--- src/rtl/sfifo_arb_pkg.sv ---
// Shared types and sizing helpers for the sfifo write arbiter.
// The width helper never returns zero, so single-bit fields stay legal.
package sfifo_arb_pkg;

  localparam int ST_W = 1;

  typedef enum logic [ST_W-1:0] {
    IDLE  = 1'b0,
    GRANT = 1'b1
  } arb_state_t;

  function automatic int clog2_min1(input int n);
    return (n <= 2) ? 1 : $clog2(n);
  endfunction

endpackage

--- src/rtl/sfifo_rr_pick.sv ---
// Combinational round-robin picker: the first set request found at or after
// last+1, wrapping back to index 0.
module sfifo_rr_pick
  import sfifo_arb_pkg::*;
#(
  parameter int NUM_REQ = 4,
  parameter int GRANT_W = clog2_min1(NUM_REQ)
) (
  input  logic [NUM_REQ-1:0] req,
  input  logic [GRANT_W-1:0] last,
  output logic [GRANT_W-1:0] pick,
  output logic               any_req
);

  int   idx;
  logic found;

  always_comb begin
    pick    = '0;
    any_req = |req;
    found   = 1'b0;
    idx     = 0;
    for (int k = 1; k <= NUM_REQ; k++) begin
      idx = (int'(last) + k) % NUM_REQ;
      if (!found && req[GRANT_W'(idx)]) begin
        pick  = GRANT_W'(idx);
        found = 1'b1;
      end
    end
  end

endmodule

--- src/rtl/sfifo_wr_arbiter.sv ---
// Round-robin burst arbiter sharing one sfifo_v2 write port among NUM_REQ
// producers, with backpressure from the FIFO full and high-threshold flags.
//
//   state | meaning
//   IDLE  | no owner; arbitrate among valid requesters (one bubble per grant)
//   GRANT | grant_id owns the write port until last word, burst limit,
//         | high-threshold yield, or the requester goes idle
module sfifo_wr_arbiter
  import sfifo_arb_pkg::*;
#(
  parameter int NUM_REQ    = 4,
  parameter int DATA_WIDTH = 8,
  parameter int BURST_MAX  = 4,
  parameter int GRANT_W    = clog2_min1(NUM_REQ)
) (
  input  logic                          clk,
  input  logic                          rst,
  input  logic [NUM_REQ-1:0]            req_valid,
  input  logic [NUM_REQ*DATA_WIDTH-1:0] req_data,
  input  logic [NUM_REQ-1:0]            req_last,
  output logic [NUM_REQ-1:0]            req_ready,
  input  logic                          sfifo_full,
  input  logic                          sfifo_high_th,
  output logic                          fifo_wr,
  output logic [DATA_WIDTH-1:0]         fifo_data_in,
  output logic                          grant_active,
  output logic [GRANT_W-1:0]            grant_id
);

  localparam int                 CNT_W    = clog2_min1(BURST_MAX + 1);
  localparam logic [CNT_W-1:0]   CNT_LAST = CNT_W'(BURST_MAX - 1);

  arb_state_t           state, state_nxt;
  logic [GRANT_W-1:0]   grant_id_nxt;
  logic [GRANT_W-1:0]   last_grant, last_grant_nxt;
  logic [GRANT_W-1:0]   pick;
  logic [CNT_W-1:0]     burst_cnt, burst_cnt_nxt;
  logic                 any_req;
  logic                 cur_valid;
  logic                 cur_last;
  logic [DATA_WIDTH-1:0] data_arr [NUM_REQ];

  for (genvar i = 0; i < NUM_REQ; i++) begin : g_slice
    assign data_arr[i] = req_data[i*DATA_WIDTH +: DATA_WIDTH];
  end

  sfifo_rr_pick #(
    .NUM_REQ (NUM_REQ),
    .GRANT_W (GRANT_W)
  ) u_pick (
    .req     (req_valid),
    .last    (last_grant),
    .pick    (pick),
    .any_req (any_req)
  );

  always_ff @(posedge clk) begin
    if (rst) begin
      state      <= IDLE;
      grant_id   <= '0;
      last_grant <= GRANT_W'(NUM_REQ - 1);
      burst_cnt  <= '0;
    end else begin
      state      <= state_nxt;
      grant_id   <= grant_id_nxt;
      last_grant <= last_grant_nxt;
      burst_cnt  <= burst_cnt_nxt;
    end
  end

  always_comb begin
    state_nxt      = state;
    grant_id_nxt   = grant_id;
    last_grant_nxt = last_grant;
    burst_cnt_nxt  = burst_cnt;
    req_ready      = '0;
    fifo_wr        = 1'b0;
    fifo_data_in   = '0;
    grant_active   = 1'b0;
    cur_valid      = req_valid[grant_id];
    cur_last       = req_last[grant_id];
    case (state)
      IDLE: begin
        if (any_req && !sfifo_full) begin
          state_nxt      = GRANT;
          grant_id_nxt   = pick;
          last_grant_nxt = pick;
          burst_cnt_nxt  = '0;
        end
      end
      GRANT: begin
        grant_active        = 1'b1;
        req_ready[grant_id] = !sfifo_full;
        fifo_wr             = cur_valid && !sfifo_full;
        if (fifo_wr) begin
          fifo_data_in  = data_arr[grant_id];
          burst_cnt_nxt = burst_cnt + CNT_W'(1);
        end
        // A full FIFO with a valid owner holds the grant without writing.
        if (!cur_valid ||
            (fifo_wr && (cur_last || burst_cnt == CNT_LAST || sfifo_high_th))) begin
          state_nxt = IDLE;
        end
      end
      default: state_nxt = IDLE;
    endcase
  end

endmodule

--- config.mk ---
export PLATFORM = sky130hd
export DESIGN_NAME = sfifo_wr_arbiter
export DESIGN_NICKNAME = d
export VERILOG_FILES = /design/src/rtl/sfifo_arb_pkg.sv /design/src/rtl/sfifo_rr_pick.sv /design/src/rtl/sfifo_wr_arbiter.sv
export SDC_FILE = /design/constraint.sdc
export NUM_CORES = 1
export LEC_CHECK = 0
export ABC_AREA = 1
export BUFFER_PORTS_ARGS = -buffer_cell sky130_fd_sc_hd__buf_2
export CORE_MARGIN = 1
export CORE_UTILIZATION = 45
export CTS_CLUSTER_DIAMETER = 50
export DETAILED_ROUTE_END_ITERATION = 8
export PLACE_DENSITY = 0.85
export SLEW_MARGIN = 20
export SYNTH_ARGS = -nofsm -noshare
export SYNTH_HDL_FRONTEND = slang
export SYNTH_SLANG_ARGS = --single-unit
--- constraint.sdc ---
create_clock -name clk -period 2.6 [get_ports clk]
set_input_delay 0 -clock clk [delete_from_list [all_inputs] [get_ports clk]]
set_output_delay 0 -clock clk [all_outputs]
set_load 0.01 [all_outputs]
# ---- Word level (Yosys, flattened, before mapping)
# Index checks and enable logic that the tools add are counted.
dict set report op_classes {
  n_addsub 5
  order_cmp 7
  eq_ne 3
  mux 39
  n_bitwise 3
  reduce_logical 18
}
# op n
set op_table {}
lappend op_table {{8-bit 2-to-1 mux} 4}
lappend op_table {{1-bit 2-to-1 mux} 18}
lappend op_table {{8-bit binary-select mux with 2-bit select} 1}
lappend op_table {{2-bit by 4-bit less-than comparator with 1-bit output (second input constant)} 4}
lappend op_table {{1-bit binary-select mux with 2-bit select} 6}
lappend op_table {{2-bit 2-to-1 mux} 4}
lappend op_table {{1-bit logical AND} 7}
lappend op_table {{3-bit 2-to-1 mux} 2}
lappend op_table {{3-bit case mux with 2 select lines} 1}
lappend op_table {{1-bit logical NOT} 5}
lappend op_table {{2-bit by 1-bit adder with 2-bit output (second input constant)} 2}
lappend op_table {{2-bit adder (second input constant)} 2}
lappend op_table {{4-bit AND} 1}
lappend op_table {{4-bit 2-to-1 mux} 1}
lappend op_table {{2-bit AND reduction} 2}
lappend op_table {{4-bit OR reduction} 1}
lappend op_table {{3-bit by 1-bit adder with 3-bit output (second input constant)} 1}
lappend op_table {{3-bit by 2-bit equality test with 1-bit output (second input constant)} 1}
lappend op_table {{3-bit >= comparator (second input constant)} 1}
lappend op_table {{1-bit logical OR} 3}
lappend op_table {{2-bit by 3-bit less-than comparator with 1-bit output (second input constant)} 1}
lappend op_table {{2-bit NOT with 3-bit output} 1}
lappend op_table {{1-bit demux with 2-bit select} 1}
lappend op_table {{2-bit by 1-bit >= comparator with 1-bit output (second input constant)} 1}
lappend op_table {{other kinds (4)} 4}
dict set report word_totals {
  reg_bits 8
  inputBits 44
  output_inout_bits 16
  elab_cells 79
}

# ---- Logic depth before layout (Yosys ltp)
dict set report logic_depth {
  word_depth 14
  depth_mapped 12
  mapped_depth_nobuf 11
}

# ---- Cells and area by module
# A second synthesis with hierarchy kept.
dict set report unflattened {
  cells_unflattened 169
  area_unflattened_um2 1146.1
}
# module n_inst cells_each area_per_inst_um2
set by_module_without_submodules {}
lappend by_module_without_submodules {sfifo_wr_arbiter 1 119 844.6}
lappend by_module_without_submodules {sfifo_rr_pick 1 50 301.5}

# ---- Least setup slack after synthesis
# OpenSTA, ideal clock, no wires.
dict set report synth_path {
  path_kind {register to register}
  start {reg grant_id[0]}
  end {reg burst_cnt[2]}
  setup_ns 0.066
  arrival_time_ns 1.315
  required_ns 2.534
  path_slack_ns 1.219
  path_stages_with_launch 7
  path_buffers 1
  period_less_slack_ns 1.381
  cell_sequence {dfxtp_1 -> buf_4 -> nand2_1 -> o2111ai_4 -> nand2_4 -> or2_1 -> a21oi_2}
}
dict set report synth_via {
  elab_chain_len 5
}
# item line_no
set synth_lines {}
lappend synth_lines {{from (decl)} sfifo_wr_arbiter.sv:27} ;# output logic [GRANT_W-1:0] grant_id
lappend synth_lines {{from (signal assigned)} sfifo_wr_arbiter.sv:65} ;# grant_id <= grant_id_nxt;
lappend synth_lines {{1-bit binary-select mux with 2-bit select} sfifo_wr_arbiter.sv:80} ;# cur_valid = req_valid[grant_id];
lappend synth_lines {{1-bit 2-to-1 mux (implied by the code)} sfifo_wr_arbiter.sv:80}
lappend synth_lines {{1-bit logical AND} sfifo_wr_arbiter.sv:94} ;# fifo_wr = cur_valid && !sfifo_full;
lappend synth_lines {{2-bit by 1-bit != test with 1-bit output (no line)} --}
lappend synth_lines {{2-bit AND reduction (no line)} --}
lappend synth_lines {{to (signal assigned)} sfifo_wr_arbiter.sv:67} ;# burst_cnt <= burst_cnt_nxt;
lappend synth_lines {{to (decl)} sfifo_wr_arbiter.sv:37} ;# logic [CNT_W-1:0] burst_cnt, burst_cnt_nxt;
# Every way passes these cells. The select of a mux whose other input is x is not followed.
# A chain may end at the register's enable or synchronous reset.

# ---- Final worst setup path
dict set report layout_path {
  start {reg grant_id[0]}
  end {out fifo_data_in[2]}
}
dict set report layout_via {
  elab_chain_len 6
  elab_cells_between_ends 9
}
# item line_no
set layout_lines {}
lappend layout_lines {{2-bit NOT with 3-bit output (implied by the code)} sfifo_wr_arbiter.sv:96} ;# fifo_data_in = data_arr[grant_id];
lappend layout_lines {{8-bit binary-select mux with 2-bit select} sfifo_wr_arbiter.sv:96}
lappend layout_lines {{8-bit 2-to-1 mux (implied by the code) (2 in a row)} sfifo_wr_arbiter.sv:96}
lappend layout_lines {{8-bit 2-to-1 mux *} sfifo_wr_arbiter.sv:95} ;# if (fifo_wr) begin
lappend layout_lines {{8-bit 2-to-1 mux *} sfifo_wr_arbiter.sv:82} ;# case (state)
lappend layout_lines {{to (decl)} sfifo_wr_arbiter.sv:25} ;# output logic [DATA_WIDTH-1:0] fifo_data_in,
# Mark *: on every way between the ends. The rest lies on a longest branch, timed or not. The select of a mux whose other input is x is not followed.

==> results by group <==
Setup path
  • Worst setup EP type: output pin
  • CP Launch Type: flip-flop
  • Critical Path AT: 1.91 ns
  • Req. time, crit path: around 2.6 ns
  • Critical path type: reg2out
  • Crit path max fanout: 13
  • CP max stage cell: dfxtp_1
  • Crit-path leading delay family: flip-flops
  • Max incr delay on CP: roughly 0.64 ns
  • Critical path buffers and inverters: 1
  • CP Cell Sequence: nand2_1 > o2111ai_4 > nand2_4 > a31oi_1 > buf_2

Synthesis
  • Largest cells by area after synthesis: nand2_1 (25%), dfxtp_1 (18%), a22oi_1 (6.6%)
  • Asr flop ratio synth: 0
  • Synthesized cell area: around 900 µm²
  • Synth top area share: 0.249
  • Synth top cells by count: nand2_1 (60), inv_1 (12), nand3_1 (11), a31oi_1 (9)
  • Synthesis Warnings: 0
  • Syn Area/Cell: 6.12 µm²
  • Yosys reg bits: 8
  • Post-synth EDFFs: 0
  • Sequential element share of the synthesized area: 0.177
  • Cell variety after synth: 25
  • Syn Inst Count: between 100 and 150
  • Synth Net Count: slightly below 200
  • Cell taking the most area after synthesis: nand2_1
  • Main synth FF type: dfxtp_1
  • Most frequent cell after synthesis: nand2_1

Global routing
  • Vias in the first global route: between 900 and 1000
  • GRT Total Usage: 0.235
  • GRT overflow: 0
  • Largest net degree at the start of global routing: 14
  • First-pass GRT wire length: 3770 µm
  • Initial antenna violation count: 0

Placement
  • GPL Wtd Cong: between 0.8 and 0.9
  • Placement Setup Slack: roughly 0.9 ns
  • IO Port Bufs: roughly 60
  • HPWL after DPL: approximately 2100 µm

Hold path
  • Worst Hold Class: in2reg

Floorplan
  • IO Count: 60
  • Die ar.: approximately 2200 µm²
  • Initial Util: 0.503
  • Die Y: approximately 47 µm
  • Core Area: ~1800 µm²
  • Row Count: 15
  • Die X: ~47 µm

Clock network
  • Max clock buf depth: 2
  • CTS sink count: 8
  • TritonCTS clock tree: done
  • Total CTS buffers: 3
  • Clk_lat worst skew: between 0.2 and 0.3 ns
  • Post-CTS setup buffers: 0
  • Reg clk slew, reported paths: approximately 0.050 ns
  • H-tree depth: 1
  • CTS root buf: clkbuf_4
  • Cts repair resizes: 0

Timing
  • Final setup margin: approximately 0.69 ns
  • RSZ-0062 raised after global routing: false
  • Hold Fails Final Rpt: 0
  • Slew at the pin closest to its max-slew limit: roughly 0.52 ns
  • Tcrit/Tclk final: 0.733
  • Rel. slew slack: 0.650
  • Max Slew Vio Count: 0
  • FMAX: approximately 0.52 GHz
  • Clock Skews: approximately 0.00022 ns
  • Crit path time final: around 1.9 ns
  • TNS Setup: 0 ns
  • Setup violations, final: 0

Detailed routing
  • Routed via count: 1197
  • 1st-pass router iterations: 4
  • Total Wirelength: 2570 µm
  • DR vias/cell: 5.14
  • Residual DRC: 0
  • Post-route ant nets: 0
  • Initial drt markers: 32
  • Wire per inst: between 10 and 15 µm

Layout
  • Fin nets: approximately 260
  • Fill cells: around 170
  • Layout area overhead: 36.3%
  • Antenna Cells: 0
  • Layout cells sized above 1: 0.365
  • Register Area: 160 µm²
  • Area of the multi-input gates: 647 µm²
  • Core Util, Final: 0.685

Pwr
  • Pleak: around 0.7 nW
  • Sw Ratio: 0.426
  • P_int: 290 µW
  • Psw: around 220 µW
  • Sequential power share: 0.318
  • Max rail drop VDD: ~0.38 mV
  • PwrDens: a little over 400 nW/µm²
  • Part of the power in the clock network: 0.177
  • Logic pwr share: 0.505

Run
  • Total of max-cap violations: 0

Status
  • Outcome: finished clean
timing repair:
item	4_1_cts	5_1_grt
hold buffers	1	0
setup endpoints to repair	0	0
hold endpoints to repair	1	0
kinds of logic after synthesis:
kind of cell | synth area share
AND/OR/NAND/NOR | 0.461
AO/OA/AOI/OAI | 0.225
buffers and inverters | 0.109
flip-flops | 0.177
adder cells (fa/ha/maj) | 0.0276
power groups by stage:
stage	Sequential, mW	Clock [mW]	Combinational (mW)
6_report	0.161	0.0897	0.255
3_3_place_gp	0.161	0	0.246
2_1_floorplan	0.149	0	0.195
5_1_grt	0.164	0.0997	0.292
4_1_cts	0.161	0.0933	0.256
3_5_place_dp	0.163	0	0.254
path summary, 6_finish.rpt:
kind | from | endpoint | slack [ns] | cells past startpoint
worst min register to register | burst_cnt[0]$_SDFFE_PP0P_ | burst_cnt[0]$_SDFFE_PP0P_ | 0.47 | 1
worst min-delay path | sfifo_high_th | state$_SDFF_PP0_ | 0.15 | 6
worst max-delay path | grant_id[0]$_SDFFE_PP0P_ | fifo_data_in[2] | 0.69 | 5
worst max register to register | grant_id[0]$_SDFFE_PP0P_ | burst_cnt[2]$_SDFFE_PP0P_ | 0.89 | 5
through the flow:
step | std cells | cell area [µm²] | total power [mW] | hold WS (ns)
3_3_place_gp | 229 | 1200 | 0.407 | 0.250
2_1_floorplan | 148 | 906 | 0.343 | 0.0624
6_report | 233 | 1230 | 0.506 | 0.150
4_1_cts | 233 | 1230 | 0.509 | 0.154
3_5_place_dp | 229 | 1200 | 0.417 | 0.256
5_1_grt | 233 | 1230 | 0.556 | 0.194
metal layers:
layer | track usage | share of wire
met1 | 0.251 | 0.38
met2 | 0.464 | 0.53
met3 | 0.0423 | 0.081
met4 | 0.0686 | 0.0082
met5 | 0 | 0
flip-flops by register name, indices dropped and copies added, names as in the netlist:
| name | count |
|---|---|
| state | 1 |
| grant_id | 2 |
| burst_cnt | 3 |
| last_grant | 2 |
cell type report:
cell class / count / area share
Multi-Input combinational cell: 120 / 0.524
Inverter: 17 / 0.0557
Sequential cell: 8 / 0.130
Tap cell: 25 / 0.0253
Timing Repair Buffer: 60 / 0.247
Clock buffer: 3 / 0.0182
worst min-delay path: cells and delay by family:
kind,cells,cell delay [ns]
AND/OR/NAND/NOR,3,0.15
AO/OA/AOI/OAI,2,0.13
buffers and inverters,1,0.07
placed cells by master, fill, tap and decap left out, drive strengths merged, types with 3 or more instances in the layout:
| cell | netlist | final |
|---|---|---|
| a21oi | 7 | 7 |
| inv | 17 | 17 |
| dfxtp | 8 | 8 |
| nor2 | 8 | 8 |
| nand3 | 11 | 11 |
| o21ai | 3 | 3 |
| clkbuf | 0 | 3 |
| a31oi | 9 | 9 |
| nand2 | 64 | 64 |
| buf | 3 | 59 |
| a22oi | 8 | 8 |
No activity file was read; power rests on OpenSTA's default activity.
